`config.mk`:
```
export PLATFORM = sky130hd
export DESIGN_NAME = shift_issue_ctrl
export DESIGN_NICKNAME = d
export VERILOG_FILES = /design/src/rtl/shift_issue_ctrl.sv
export SDC_FILE = /design/constraint.sdc
export NUM_CORES = 1
export LEC_CHECK = 0
export CAP_MARGIN = 20
export CORE_ASPECT_RATIO = 0.7
export CORE_UTILIZATION = 39
export CTS_BUF_LIST = sky130_fd_sc_hd__clkbuf_4
export DETAILED_ROUTE_END_ITERATION = 8
export PLACE_DENSITY = 0.88
export SLEW_MARGIN = 20
export SYNTH_ARGS = -nofsm -noshare
export SYNTH_HDL_FRONTEND = slang
export SYNTH_SLANG_ARGS = --single-unit
```
`constraint.sdc`:
```
create_clock -name i_clk -period 1.4 [get_ports i_clk]
set_input_delay 0.21 -clock i_clk [delete_from_list [all_inputs] [get_ports i_clk]]
set_output_delay 0.21 -clock i_clk [all_outputs]
set_load 0.01 [all_outputs]
```
`src/rtl/shift_issue_ctrl.sv`:
```
// Issue/capture stage in front of the combinational shifter: registers a request onto the
// shifter inputs, waits SETTLE_CYCLES edges, then holds the captured result until it is taken.
// Optional zero-amount bypass of the settle wait: define SHIFT_ZERO_FASTPATH_EN.
module shift_issue_ctrl #(
   parameter int DATA_W        = 8,
   parameter int SETTLE_CYCLES = 1
) (
   input  logic              i_clk,
   input  logic              i_reset,
   input  logic              i_req_valid,
   output logic              o_req_ready,
   input  logic [1:0]        i_req_op,
   input  logic [DATA_W-1:0] i_req_data,
   input  logic [7:0]        i_req_amt,
   output logic [DATA_W-1:0] o_sh_data1,
   output logic [7:0]        o_sh_data2,
   output logic [1:0]        o_sh_mode,
   input  logic [DATA_W-1:0] i_sh_result,
   output logic              o_res_valid,
   input  logic              i_res_ready,
   output logic [DATA_W-1:0] o_res_data,
   output logic              o_busy
);

   localparam int CNT_W = (SETTLE_CYCLES < 1) ? 1 : $clog2(SETTLE_CYCLES + 1);

   generate
      if (SETTLE_CYCLES < 1) begin : g_bad_settle
         $error("shift_issue_ctrl: SETTLE_CYCLES must be >= 1");
      end
   endgenerate

   typedef enum logic [1:0] {
      IDLE   = 2'b00,
      SETTLE = 2'b01,
      HOLD   = 2'b10
   } state_t;

   localparam logic [1:0] OP_SLL = 2'b00;
   localparam logic [1:0] OP_SRL = 2'b01;
   localparam logic [1:0] OP_SRA = 2'b10;
   localparam logic [1:0] OP_ROR = 2'b11;

   // DATA2 layout: [7] direction (1 = right), [6:0] amount clamped to what each op can use
   function automatic logic [7:0] enc_data2(input logic [1:0] op, input logic [7:0] amt);
      logic [6:0] sat127;
      logic [6:0] sat7;
      sat127 = (amt > 8'd127) ? 7'd127 : amt[6:0];
      sat7   = (amt > 8'd7)   ? 7'd7   : amt[6:0];
      case (op)
         OP_SLL:  enc_data2 = {1'b0, sat127};
         OP_SRL:  enc_data2 = {1'b1, sat127};
         OP_SRA:  enc_data2 = {1'b1, sat7};
         OP_ROR:  enc_data2 = {1'b1, 4'b0000, amt[2:0]};
         default: enc_data2 = 8'h00;
      endcase
   endfunction

   function automatic logic [1:0] enc_mode(input logic [1:0] op);
      case (op)
         OP_SLL:  enc_mode = 2'b01;
         OP_SRL:  enc_mode = 2'b01;
         OP_SRA:  enc_mode = 2'b10;
         OP_ROR:  enc_mode = 2'b11;
         default: enc_mode = 2'b01;
      endcase
   endfunction

   state_t            r_state;
   state_t            w_state_nxt;
   logic [CNT_W-1:0]  r_cnt;
   logic              w_accept;
   logic              w_capture;
   logic              w_bypass;
   logic              w_fast_ok;
   logic [7:0]        w_enc_data2;

   assign w_enc_data2 = enc_data2(i_req_op, i_req_amt);

`ifdef SHIFT_ZERO_FASTPATH_EN
   assign w_fast_ok = (w_enc_data2[6:0] == 7'd0);
`else
   assign w_fast_ok = 1'b0;
`endif

   assign o_req_ready = (r_state == IDLE);
   assign o_busy      = (r_state != IDLE);

   // State register
   always_ff @(posedge i_clk or posedge i_reset) begin
      if (i_reset) begin
         r_state <= IDLE;
      end else begin
         r_state <= w_state_nxt;
      end
   end

   // Next-state and handshake decode
   always_comb begin
      w_state_nxt = r_state;
      w_accept    = 1'b0;
      w_capture   = 1'b0;
      w_bypass    = 1'b0;
      case (r_state)
         IDLE: begin
            if (i_req_valid) begin
               w_accept = 1'b1;
               if (w_fast_ok) begin
                  w_bypass    = 1'b1;
                  w_state_nxt = HOLD;
               end else begin
                  w_state_nxt = SETTLE;
               end
            end else begin
               w_state_nxt = IDLE;
            end
         end
         SETTLE: begin
            if (r_cnt == CNT_W'(1)) begin
               w_capture   = 1'b1;
               w_state_nxt = HOLD;
            end else begin
               w_state_nxt = SETTLE;
            end
         end
         HOLD: begin
            if (i_res_ready) begin
               w_state_nxt = IDLE;
            end else begin
               w_state_nxt = HOLD;
            end
         end
         default: w_state_nxt = IDLE;
      endcase
   end

   // Operand, counter and result registers
   always_ff @(posedge i_clk or posedge i_reset) begin
      if (i_reset) begin
         r_cnt       <= '0;
         o_sh_data1  <= '0;
         o_sh_data2  <= 8'h00;
         o_sh_mode   <= 2'b01;
         o_res_data  <= '0;
         o_res_valid <= 1'b0;
      end else begin
         if (w_accept) begin
            o_sh_data1 <= i_req_data;
            o_sh_data2 <= w_enc_data2;
            o_sh_mode  <= enc_mode(i_req_op);
            r_cnt      <= CNT_W'(SETTLE_CYCLES);
         end else if (r_state == SETTLE) begin
            r_cnt <= r_cnt - CNT_W'(1);
         end else begin
            r_cnt <= r_cnt;
         end
         if (w_bypass) begin
            o_res_data  <= i_req_data;
            o_res_valid <= 1'b1;
         end else if (w_capture) begin
            o_res_data  <= i_sh_result;
            o_res_valid <= 1'b1;
         end else if ((r_state == HOLD) && i_res_ready) begin
            o_res_valid <= 1'b0;
         end else begin
            o_res_valid <= o_res_valid;
         end
      end
   end

endmodule

```
## Yosys cells after proc, flatten, opt, wreduce, memory -nomap -nowiden

Cells that the tools add are included.

| word-level totals | value |
|---|---|
| bits in registers | 30 |
| output and inout port bits | 29 |
| word-level logic and storage cells | 38 |

| cells by class | value |
|---|---|
| $add $sub $neg | 1 |
| $lt $le $gt $ge | 2 |
| eq/ne operators | 5 |
| muxes and demuxes | 16 |
| reductions and logical operators | 7 |

Operators by type and width:

| operator | number |
|---|---|
| $pmux 8 s4 | 1 |
| $mux 7 | 2 |
| $pmux 2 s3 | 2 |
| $mux 1 | 9 |
| $gt 8x3->1 const B | 1 |
| $gt 8x7->1 const B | 1 |
| $eq 2x2->1 const B | 3 |
| $reduce_bool 2->1 | 3 |
| $eq 2x1->1 const B | 2 |
| $logic_not 2->1 | 2 |
| $mux 2 | 2 |
| $reduce_or 2->1 | 1 |
| $logic_and 1x1->1 | 1 |
| $sub 1x1->1 const B | 1 |

## Depth between registers and ports, before layout

Gate-level depths: netlist of the first run.

| logic depth | value |
|---|---|
| depth in word-level cells | 4 |
| mapped depth | 6 |

## Worst setup path before layout of the first run

No wires, ideal clock.

| path | value |
|---|---|
| kind | reg2reg |
| start | register r_state[0] |
| end | register o_sh_mode[1] |
| setup time | 0.117 ns |
| arrival time | 1.253 ns |
| required time | 1.283 ns |
| slack | 0.029 ns |
| cell stages (with the launch flop) | 7 |
| buffers on the path | 3 |
| clock period less this slack | 1.371 ns |
| cell sequence | dfrtp_1 buf_4 or3b_1 buf_4 buf_6 nand2_1 nand2_1 |

| between the ends | value |
|---|---|
| cells in the longest elaborated chain, start to end | 2 |

Ends and longest elaborated chain:

| item | line | RTL |
|---|---|---|
| start, declared | 69 | `state_t r_state;` |
| start signal, assigned | 94 | `r_state <= w_state_nxt;` |
| $logic_not 2->1 | 104 | `case (r_state)` |
| $mux 1 | 104 |  |
| end signal, assigned | 150 | `o_sh_mode <= enc_mode(i_req_op);` |
| end, declared | 17 | `output logic [1:0] o_sh_mode,` |

Every way passes these cells.
A chain may end at the register's enable or synchronous reset.

## Final worst setup path of the first run

| path | value |
|---|---|
| start | register r_state[0] |
| end | register o_sh_data2[6] |

| between the ends | value |
|---|---|
| cells in the longest elaborated chain, start to end | 2 |

Ends and longest elaborated chain:

| item | line | RTL |
|---|---|---|
| $logic_not 2->1 | 104 |  |
| $mux 1 | 104 |  |
| end signal, assigned | 149 | `o_sh_data2 <= w_enc_data2;` |
| end, declared | 16 | `output logic [7:0] o_sh_data2,` |

Every way passes these cells.

==> metrics.csv, run 1 <==
stage,metric,value,unit
run_status,outcome,finished with violations,
run_status,failed_checks,negative setup slack,
min_path,hold_path.class,in -> async,
worst_setup_path,cp-end-kind,flop,
cells_and_area,nets,233,
flow_run,drv_cap,0,
synth,synth_cells,124,
cts,clk_pin_slew,0.10,ns
global_routing,grt_antenna_before_repair,0,
worst_setup_path,startpoint_type,flop,
cts,cts-root-buf,clkbuf_4,
sta,timing.final.ws_setup,-0.01744,ns
power,leakagePower,0.001038,uW
detailed_routing,drtAntennaViolNets,0,
die,die-area,3658,um2
worst_setup_path,crit_chain,buf_6 -> or3b_4 -> buf_8 -> o31ai_2,
detailed_routing,via_per_inst,4.793,
placement,io_buffer_count,58,
global_routing,grt_pass1_vias,1122,
sta,final_hold_viol_count,0,
sta,finalSetupViolations,4,
worst_setup_path,crit_end,o_sh_data2[6]$_DFFE_PP0P_,
synth,synth-seq-cells,30,
global_routing,grt-ovfl-total,0,
cts,clk_latency,0.34,ns
global_routing,grt_first_pass_wirelength,5.230,mm
global_routing,grt_max_degree,31,
sta,worst_pin_slew,0.2420,ns
power,power,4389,uW
power,power_density,2002,nW/um2
cts,cts_buffer_depth,2,
placement,gp_congestion,0.8436,
cells_and_area,syn2layout_area_growth,64.51,%
cts,hold_buffers,0,
worst_setup_path,r2r_start,r_state[0]$_DFF_PP0_,
global_routing,grt_usage,0.1956,
worst_setup_path,crit_path_top_delay_cell,dfrtp_1,
worst_setup_path,cp_data_arrival_time,1.67,ns
sta,tns,-0.05293,ns
die,rows,17,
detailed_routing,routed_wl,3.623,mm
worst_setup_path,ff2ff_setup_slack,-0.02,ns
detailed_routing,post_drt_wl_per_cell,14.43,um
worst_setup_path,critical_path_class,reg -> reg,
cells_and_area,fin_util,0.6825,
power,ir_worst_vdd,0.8987,mV
worst_setup_path,reg2reg_to,o_sh_data2[6]$_DFFE_PP0P_,
sta,clock_skew,0.007893,ns
placement,placed_cells,238,
placement,dpl.hpwl,2.609,mm
sta,timing.hold.ws,0.1951,ns
sta,drv_slew,0,
worst_setup_path,max_stage_delay,0.43,ns
sta,period_share,1.012,
sta,clock.fmax,705.5,MHz
detailed_routing,firstDrtPassIters,4,
worst_setup_path,cp_top_family,flip-flops,
cts,htreeDepth,2,
synth,synth_nets,154,
die,design.core.area,3212,um2
cells_and_area,drive_gt1_frac,0.2549,
synth,synth_warnings,0,
worst_setup_path,path_buf_inv,2,
sta,period_minus_slack,1.417,ns
worst_setup_path,r2r_cells,4,
worst_setup_path,crit_cells,4,
die,num_io_pins,59,
synth,ys_seq_area_frac,0.5643,
worst_setup_path,path_max_fanout,8,
detailed_routing,num_vias,1203,
detailed_routing,drc,0,
sta,max_slew_margin,0.8372,
die,die_w,71.87,um
synth,synth.cell_area,1333,um2
cts,cts_tree,built,
die,die_y,50.91,um
cts,cts_sinks,30,
worst_setup_path,required,1.66,ns
worst_setup_path,crit_start,r_state[0]$_DFF_PP0_,
synth,yosysUniqueCellTypes,27,
synth,avgSynthCellArea,10.75,um2
sta,rsz0062_at_grt,true,
detailed_routing,drt-initial-drc-count,70,
cells_and_area,layout.cells.non_filler,251,
cells_and_area,antenna_cells,0,
cts,numCtsBuffers,5,
die,start_util,0.4149,
==> routing by layer <==
layer / part of all wire / track usage / wire [um]
met1: 0.43 / 0.2180 / 1544
met2: 0.49 / 0.3396 / 1792
met3: 0.055 / 0.07298 / 199
met4: 0.024 / 0.08170 / 87
met5: 0 / 0 / 0
==> tightest hold or removal path: cells and delay by family <==
family | cells | cell delay, ns
buf+inv | 3 | 0.69
==> state kept, by name (all words and copies together), names as in the netlist <==
signal,cells
o_res_data,8
o_sh_data1,8
o_sh_data2,8
o_sh_mode,2
r_state,2
o_res_valid,1
r_cnt,1
==> cells in the mapped netlist, drive strengths merged <==
library cell / count / area share
inv: 4 / 0.011
nor3b: 1 / 0.014
nor4: 1 / 0.0047
clkbuf: 1 / 0.0028
nand2: 35 / 0.10
mux2: 10 / 0.085
or4: 1 / 0.0085
nor2: 11 / 0.031
nor2b: 1 / 0.0047
o22a: 1 / 0.0066
a31oi: 3 / 0.014
a21oi: 2 / 0.0075
o31ai: 6 / 0.049
dfstp: 1 / 0.020
o21bai: 3 / 0.017
a22oi: 1 / 0.0056
mux2i: 2 / 0.015
nand2b: 1 / 0.0047
or2: 1 / 0.0047
buf: 5 / 0.032
or3b: 1 / 0.0066
dfrtp: 29 / 0.54
o21ai: 3 / 0.011
==> power by group <==
group	total [uW]	switching, uW	internal [uW]
Combinational	2180	1030	1150
Sequential	1530	233	1290
Clock	684	315	369
==> kinds of logic after synthesis <==
group | Yosys count | share of synthesized area
flip-flops | 30 | 0.5643
multiplexers | 12 | 0.09953
buffers and inverters | 10 | 0.04600
AND/OR/NAND/NOR | 53 | 0.1794
AO/OA/AOI/OAI | 19 | 0.1108
==> cells in the final DEF, fill, tap and decap left out, drive strengths merged <==
master	netlist	routed
nor2	11	11
o21ai	3	3
a21oi	2	2
buf	5	21
dfrtp	29	29
nand2	35	36
or2	1	1
o22a	1	1
o21bai	3	3
inv	4	4
bufinv	0	1
or3b	1	1
dfstp	1	1
nor2b	1	1
clkinv	0	2
a22oi	1	1
mux2i	2	2
nand2b	1	1
dlygate4sd2	0	27
clkbuf	1	5
clkdlybuf4s50	0	29
or4	1	1
mux2	10	10
o31ai	6	6
a31oi	3	3
nor4	1	1
nor3b	1	1
==> cell type report <==
class / instances / area, um2
Sequential cell: 30 / 752.0
Clock buffer: 5 / 37.54
Fill cell: 237 / 1020
Tap cell: 47 / 58.81
Multi-Input combinational cell: 85 / 559.3
Inverter: 4 / 15.01
Timing Repair Buffer: 77 / 729.5
Clock inverter: 3 / 40.04
==> how the worst min path moves through the flow <==
stage	from	endpoint	slack, ns	cells after the start
floorplan	i_reset	o_res_data[0]$_DFFE_PP0P_	0.30	1
global placement	o_sh_data1[2]$_DFFE_PP0P_	o_sh_data1[2]$_DFFE_PP0P_	0.46	2
detailed placement	o_sh_data1[5]$_DFFE_PP0P_	o_sh_data1[5]$_DFFE_PP0P_	0.47	2
CTS	i_reset	o_res_data[4]$_DFFE_PP0P_	0.19	3
global route	i_reset	o_res_data[4]$_DFFE_PP0P_	0.21	3
finish	i_reset	o_res_data[4]$_DFFE_PP0P_	0.20	3
==> stage by stage <==
step	area (um2)	setup WS [ns]
2_1_floorplan	1333	0.02941
3_3_place_gp	2063	-0.2130
3_5_place_dp	2063	-0.2469
4_1_cts	2122	-0.0001599
5_1_grt	2192	-0.05015
6_report	2192	-0.01744
==> timing repair <==
item                                    4_1_cts  5_1_grt
resized for setup                            42        7
pin swaps                                     1        2
setup buffers                                 0        3
endpoints found under the setup margin       33       21
cloned                                        0        2
(Power assumes the default switching activity.)
==> inputs of run 2 (changes only) <==
--- a/config.mk
+++ b/config.mk
@@ -6,8 +6,10 @@
 export NUM_CORES = 1
 export LEC_CHECK = 0
 export CAP_MARGIN = 20
+export CELL_PAD_IN_SITES_DETAIL_PLACEMENT = 0
+export CELL_PAD_IN_SITES_GLOBAL_PLACEMENT = 1
 export CORE_ASPECT_RATIO = 0.7
-export CORE_UTILIZATION = 39
+export CORE_UTILIZATION = 29
 export CTS_BUF_LIST = sky130_fd_sc_hd__clkbuf_4
 export DETAILED_ROUTE_END_ITERATION = 8
 export PLACE_DENSITY = 0.88
==> run 2 against run 1 <==
Compared with the run above: the flow now finishes without violations; die area increased by 33%; cell area shrank 3.5%; core utilization is 20 points lower; worst setup slack improved by 0.050 ns; critical path depth unchanged; global-route usage shrank 5.2 points; register-to-register slack better by 0.05 ns; non-clock buffer count shrank 4.
==> metrics.csv, run 2 (same netlist as run 1, synthesis figures left out) <==
stage,metric,value,unit,change
min_path,hold_path.class,in -> async,,unchanged
cells_and_area,fin_util,0.4829,,was 0.6825
worst_setup_path,path_buf_inv,1,,was 2
power,pwr-share-clk,0.126,,was 0.156
cells_and_area,antenna_cells,0,,unchanged
detailed_routing,via_per_inst,4.584,,was 4.793
global_routing,grt_pass1_vias,1169,,was 1122
worst_setup_path,r2r_start,r_state[0]$_DFF_PP0_,,unchanged
sta,worst_pin_slew,0.2435,ns,was 0.2420 ns
worst_setup_path,cp_top_family,simple AND/OR/NAND/NOR gates,,was flip-flops
global_routing,grt_first_pass_wirelength,5.416,mm,was 5.230 mm
die,design.core.area,4379,um2,was 3212 um2
placement,gp_congestion,0.7508,,was 0.8436
worst_setup_path,required,1.62,ns,was 1.66 ns
detailed_routing,firstDrtPassIters,4,,unchanged
die,rows,20,,was 17
power,p_switching,1423,uW,was 1577 uW
die,start_util,0.3043,,was 0.4149
cts,cts-root-buf,clkbuf_4,,unchanged
power,p_int,2498,uW,was 2813 uW
sta,period_minus_slack,1.367,ns,was 1.417 ns
cells_and_area,nets,231,,was 233
cells_and_area,syn2layout_area_growth,58.69,%,was 64.51%
power,seq_power_share,0.381,,was 0.348
worst_setup_path,cp-end-kind,flop,,unchanged
die,die_w,83.02,um,was 71.87 um
placement,place_area,2093,um2,was 2063 um2
cells_and_area,layout_common_cells,"35 x nand2_1, 29 x clkdlybuf4s50_1, 29 x dfrtp_1",,"was 34 x nand2_1, 29 x clkdlybuf4s50_1, 29 x dfrtp_1"
cts,post-cts-setup-buffer-count,0,,unchanged
placement,io_buffer_count,58,,unchanged
sta,period_share,0.9766,,was 1.012
power,leakagePower,0.001002,uW,was 0.001038 uW
global_routing,grt_max_degree,31,,unchanged
sta,rsz0062_at_grt,true,,unchanged
sta,max_slew_margin,0.8361,,was 0.8372
placement,dpl.hpwl,2.242,mm,was 2.609 mm
power,power_switching_share,0.3630,,was 0.3592
worst_setup_path,crit_start,r_state[0]$_DFF_PP0_,,unchanged
die,die_y,58.72,um,was 50.91 um
sta,drv_slew,0,,unchanged
cts,htreeDepth,2,,unchanged
cts,clk_pin_slew,0.09,ns,was 0.10 ns
detailed_routing,num_vias,1178,,was 1203
cts,cts_buffer_depth,2,,unchanged
power,power_density,1855,nW/um2,was 2002 nW/um2
cells_and_area,design_area,2115,um2,was 2192 um2
worst_setup_path,crit_path_top_delay_cell,or3b_2,,was dfrtp_1
cts,clk_latency,0.32,ns,was 0.34 ns
worst_setup_path,crit_chain,buf_4 -> or3b_2 -> nand2_1 -> o31ai_2,,was buf_6 -> or3b_4 -> buf_8 -> o31ai_2
worst_setup_path,max_stage_delay,0.53,ns,was 0.43 ns
sta,finalSetupViolations,0,,was 4
worst_setup_path,cp_data_arrival_time,1.58,ns,was 1.67 ns
cells_and_area,final_common_cell,nand2_1,,unchanged
detailed_routing,routed_wl,3.157,mm,was 3.623 mm
run_status,outcome,completed,,was finished with violations
cells_and_area,reg_top3,"o_res_data x8, o_sh_data1 x8, o_sh_data2 x8",,unchanged
detailed_routing,drtAntennaViolNets,0,,unchanged
global_routing,grt_antenna_before_repair,0,,unchanged
global_routing,grt_usage,0.1441,,was 0.1956
cts,cts_sinks,30,,unchanged
die,die-area,4875,um2,was 3658 um2
cts,numCtsBuffers,5,,unchanged
sta,clock_skew,0.006964,ns,was 0.007893 ns
die,num_io_pins,59,,unchanged
detailed_routing,drc,0,,unchanged
sta,clock.fmax,731.4,MHz,was 705.5 MHz
worst_setup_path,path_max_fanout,11,,was 8
cts,cts_tree,built,,unchanged
flow_run,drv_cap,0,,unchanged
cells_and_area,drive_gt1_frac,0.2327,,was 0.2549
power,pwr-share-comb,0.493,,was 0.496
sta,final_hold_viol_count,0,,unchanged
worst_setup_path,startpoint_type,flop,,unchanged
detailed_routing,post_drt_wl_per_cell,12.28,um,was 14.43 um
global_routing,grt-ovfl-total,0,,unchanged
worst_setup_path,critical_path_class,reg -> reg,,unchanged
detailed_routing,drt-initial-drc-count,40,,was 70
power,ir_worst_vdd,0.9090,mV,was 0.8987 mV
power,power,3922,uW,was 4389 uW
## run 2: changes by cell type in the layout (fill, tap and decap cells not counted), sizes merged
cell / before / now
buf: 21 / 17
bufinv: 1 / 0
clkbuf: 5 / 6
or3b: 1 / 3
## run 2: metal layers
metal	vias to the layer above	global-route usage	share of wire
met1	551	0.1909	0.48
met2	39	0.2096	0.43
met3	7	0.06872	0.083
met4	0	0.04433	0.0092
met5	-	0	0
li1	581	-	-
## run 2: per-stage QoR
stage	hold WS, ns	setup TNS (ns)	instances	worst slack, ns
finish	0.2181	0	257	0.03274
global route	0.2306	-0.008448	257	-0.005983
CTS	0.2132	-0.006857	255	-0.006857
detailed placement	0.4660	-2.397	247	-0.2473
global placement	0.4583	-2.080	247	-0.2195
floorplan	0.3001	0	124	0.02941
## run 2: layout make-up
class                           instances  area (um2)
Multi-Input combinational cell         87       550.5
Clock inverter                          2       8.758
Inverter                                4       15.01
Timing Repair Buffer                   73       674.4
Fill cell                             415        2265
Sequential cell                        30       752.0
Clock buffer                            6       45.04
Tap cell                               55       68.82
## run 2: power by group through the flow
stage	sequential (uW)	combinational [uW]	clock [uW]
2_1_floorplan	1700	819	0
3_3_place_gp	1520	2170	0
3_5_place_dp	1530	2210	0
4_1_cts	1500	1920	516
5_1_grt	1560	2100	566
6_report	1490	1930	493
## run 2: timing repair
item | in CTS | in global routing
gates cloned | 1 | 2
pin swaps | 1 | 2
endpoints found under the setup margin | 33 | 11
hold buffers | 0 | 0
resized for setup | 37 | 2
## run 2: path summary, 6_finish.rpt
kind | to | slack, ns | cells after the start
worst min register to register | o_sh_data1[2]$_DFFE_PP0P_ | 0.47 | 2
worst max register to register | o_sh_data2[4]$_DFFE_PP0P_ | 0.03 | 4
worst max-delay path | o_sh_data2[4]$_DFFE_PP0P_ | 0.03 | 4
min in group i_clk | o_sh_data1[3]$_DFFE_PP0P_ | 0.41 | 3
max in group asynchronous | o_sh_mode[0]$_DFFE_PP1P_ | 0.95 | 3
worst min-delay path | o_res_data[4]$_DFFE_PP0P_ | 0.22 | 3
## run 2: tightest hold or removal path, delay by kind of cell
family | cells | cell delay, ns
buf+inv | 3 | 0.69
==> RTL edit, RTL diff (flow settings as in run 2) <==
Make the reset (`i_reset`) synchronous in 2 clocked blocks.
--- a/src/rtl/shift_issue_ctrl.sv
+++ b/src/rtl/shift_issue_ctrl.sv
@@ -87,7 +87,7 @@
    assign o_busy      = (r_state != IDLE);
 
    // State register
-   always_ff @(posedge i_clk or posedge i_reset) begin
+   always_ff @(posedge i_clk) begin
       if (i_reset) begin
          r_state <= IDLE;
       end else begin
@@ -135,7 +135,7 @@
    end
 
    // Operand, counter and result registers
-   always_ff @(posedge i_clk or posedge i_reset) begin
+   always_ff @(posedge i_clk) begin
       if (i_reset) begin
          r_cnt       <= '0;
          o_sh_data1  <= '0;
Function: differs if i_reset is asserted again (counterexample within 4 cycles, from zero or initial values and one cycle with i_reset high); with i_reset held inactive, the same outputs for 10 cycles.
==> RTL edit against run 2 <==
  * Global-route usage grew 1.7 points
  * Routed wire length is 2.8% higher
  * Critical endpoint is now o_sh_data2[3]
  * Sequential cell count is the same
  * Hold slack improved by 200 ps
  * Count of clock-buffer cells in the layout fell by 1
  * Largest cell class is now non-clock buffers
  * Setup slack better by 5.5 ps
  * Final area down 10%
  * Synthesized area is 14% lower
  * Fmax rose by 0.40%
Power is not compared: it rests on default switching activity, and its combinational part moved more than twofold at a synthesized area within 25%.
==> RTL edit: results (changes against run 2) <==
Run status
  • Status: finished, final reports clean

Clock network
  • Number of buffers created by CTS: 5 (unchanged)
  • Clk_lat worst skew: 340 ps (+20 ps)
  • Setup bufs post-CTS: 0 (unchanged)
  • Clk root buf: clkbuf_4
  • Worst-path clk slew: 100 ps

Worst setup path
  • Worst EP arrival: 1630 ps (+50 ps)
  • Setup slack, reg-to-reg: 40 ps
  • Max FO, Critical Path: 6 (-5)

Finish
  • Non-Filler Instances: 256 (-0.39%)
  • N_diodes: 0 (unchanged)
  • Layout net count: 235 (+1.7%)
  • Layout cells sized above 1: 12.1% (-11 points)

Worst hold path
  • Worst min path class: in2reg

Detailed routing
  • Via-to-Cell Ratio: 4.54 (-0.89%)
  • Iter 0 DRT Violations: 60 (+50%)
  • Final wirelength: 3.25 mm (+2.8%)
  • Drt first pass iters: 4 (unchanged)

Timing
  • Clk_skew: 5.22 ps (-1.74 ps)
  • Relative slew slack: 84.3% (+0.67 points)

Logic synthesis
  • Seq/Total Area, Yosys: 52.2% (-4.3 points)
  • Top cells by count, synth: dfxtp_1, nand2_1, nor2_1, a21oi_1, mux2i_1
  • Synthesized Nets: 163 (+5.8%)
  • Asr flop ratio synth: 0% (-100 points)
  • Synth warn: 0 (unchanged)
  • Synth cell types: 23 (-15%)
  • Post-Syn Instances: 133 (+7.3%)
  • Top cells by area, synth: dfxtp_1, mux2i_1, nand2_1

Placement
  • Final HPWL DP: 2.51 mm (+12%)
  • Port-buffer cells: 58 (unchanged)
  • GP Congestion: 0.708 (-5.8%)
  • Placed insts: 248 (+0.40%)

Power and ir drop
  • Worst vdd ir: 0.351 mV

Global routing
  • Gr usage total: 16.1% (+1.7 points)
  • Vias in the first global route: 1146 (-2.0%)
  • First-pass GRT wire length: 5.09 mm (-6.0%)
RTL edit: cell types whose count changed after synthesis, sizes merged, moves of 3 or more:
cell / change
mux2: -10
nor3: +6
or3: +4
dfxtp: +30
o31ai: -6
mux2i: +7
dfrtp: -29
a211oi: +3
a31oi: -3
nor2: +8
a21oi: +14
nand2: -12
RTL edit: path summary, 6_finish.rpt:
kind                                     from            end  cells past startpoint
worst max-delay path               r_state[1]  o_sh_data2[3]                      3
worst min-delay path            i_req_data[1]  o_sh_data1[1]                      3
worst max register to register     r_state[1]  o_sh_data2[3]                      3
worst min register to register   o_sh_mode[1]   o_sh_mode[1]                      2
RTL edit: what timing repair did:
item                                    in CTS  in global routing
gates resized for setup                     36                  1
pin swaps                                    0                  0
endpoints found under the setup margin      29                  1
RTL edit: layer usage:
metal | vias to the layer above | GRT usage (%) | share of wire (%) | routed length (um)
li1 | 592 | - | - | -
met1 | 541 | 17.6 | 43 | 1410
met2 | 22 | 29.1 | 51 | 1650
met3 | 8 | 5.33 | 3.6 | 118
met4 | 0 | 8.49 | 2.2 | 70
met5 | - | 0 | 0 | 0
RTL edit: cell families (layout without fill, tap and decap cells):
group           Yosys count  count (layout)  share of synthesized area (%)
mux                       9               9                           7.83
compound gates           23              23                           11.5
flops                    30              30                           52.2
buf+inv                  10              83                           4.35
simple gates             61              61                           24.1
RTL edit: metrics by stage:
step	worst slack [ps]	TNS [ps]	instance area (sq um)	util (%)	hold slack, ps
final	38.3	0	1900	52.0	416
after global routing	1.31	0	1900	52.0	409
after CTS	23.6	0	1900	52.0	407
after detailed placement	-284	-3390	1890	51.8	451
after global placement	-268	-3150	1890	51.8	444
after floorplan	36.2	0	1150	-	346
RTL edit: power by group:
part	internal [uW]	switching [uW]
clock network	178	299
registers	911	31.2
logic	233	182
RTL edit: layout make-up:
type,count,area (sq um)
Sequential cell,30,602
Fill cell,359,1750
Clock inverter,3,11.3
Clock buffer,5,37.5
Tap cell,50,62.6
Multi-Input combinational cell,93,503
Inverter,2,7.51
Timing Repair Buffer,73,674
RTL edit: critical path, cell delays in order, from the launching register on:
cell and delay, ps:
dfxtp_2 350, or3b_4 440, or3_1 360, a21oi_1 150
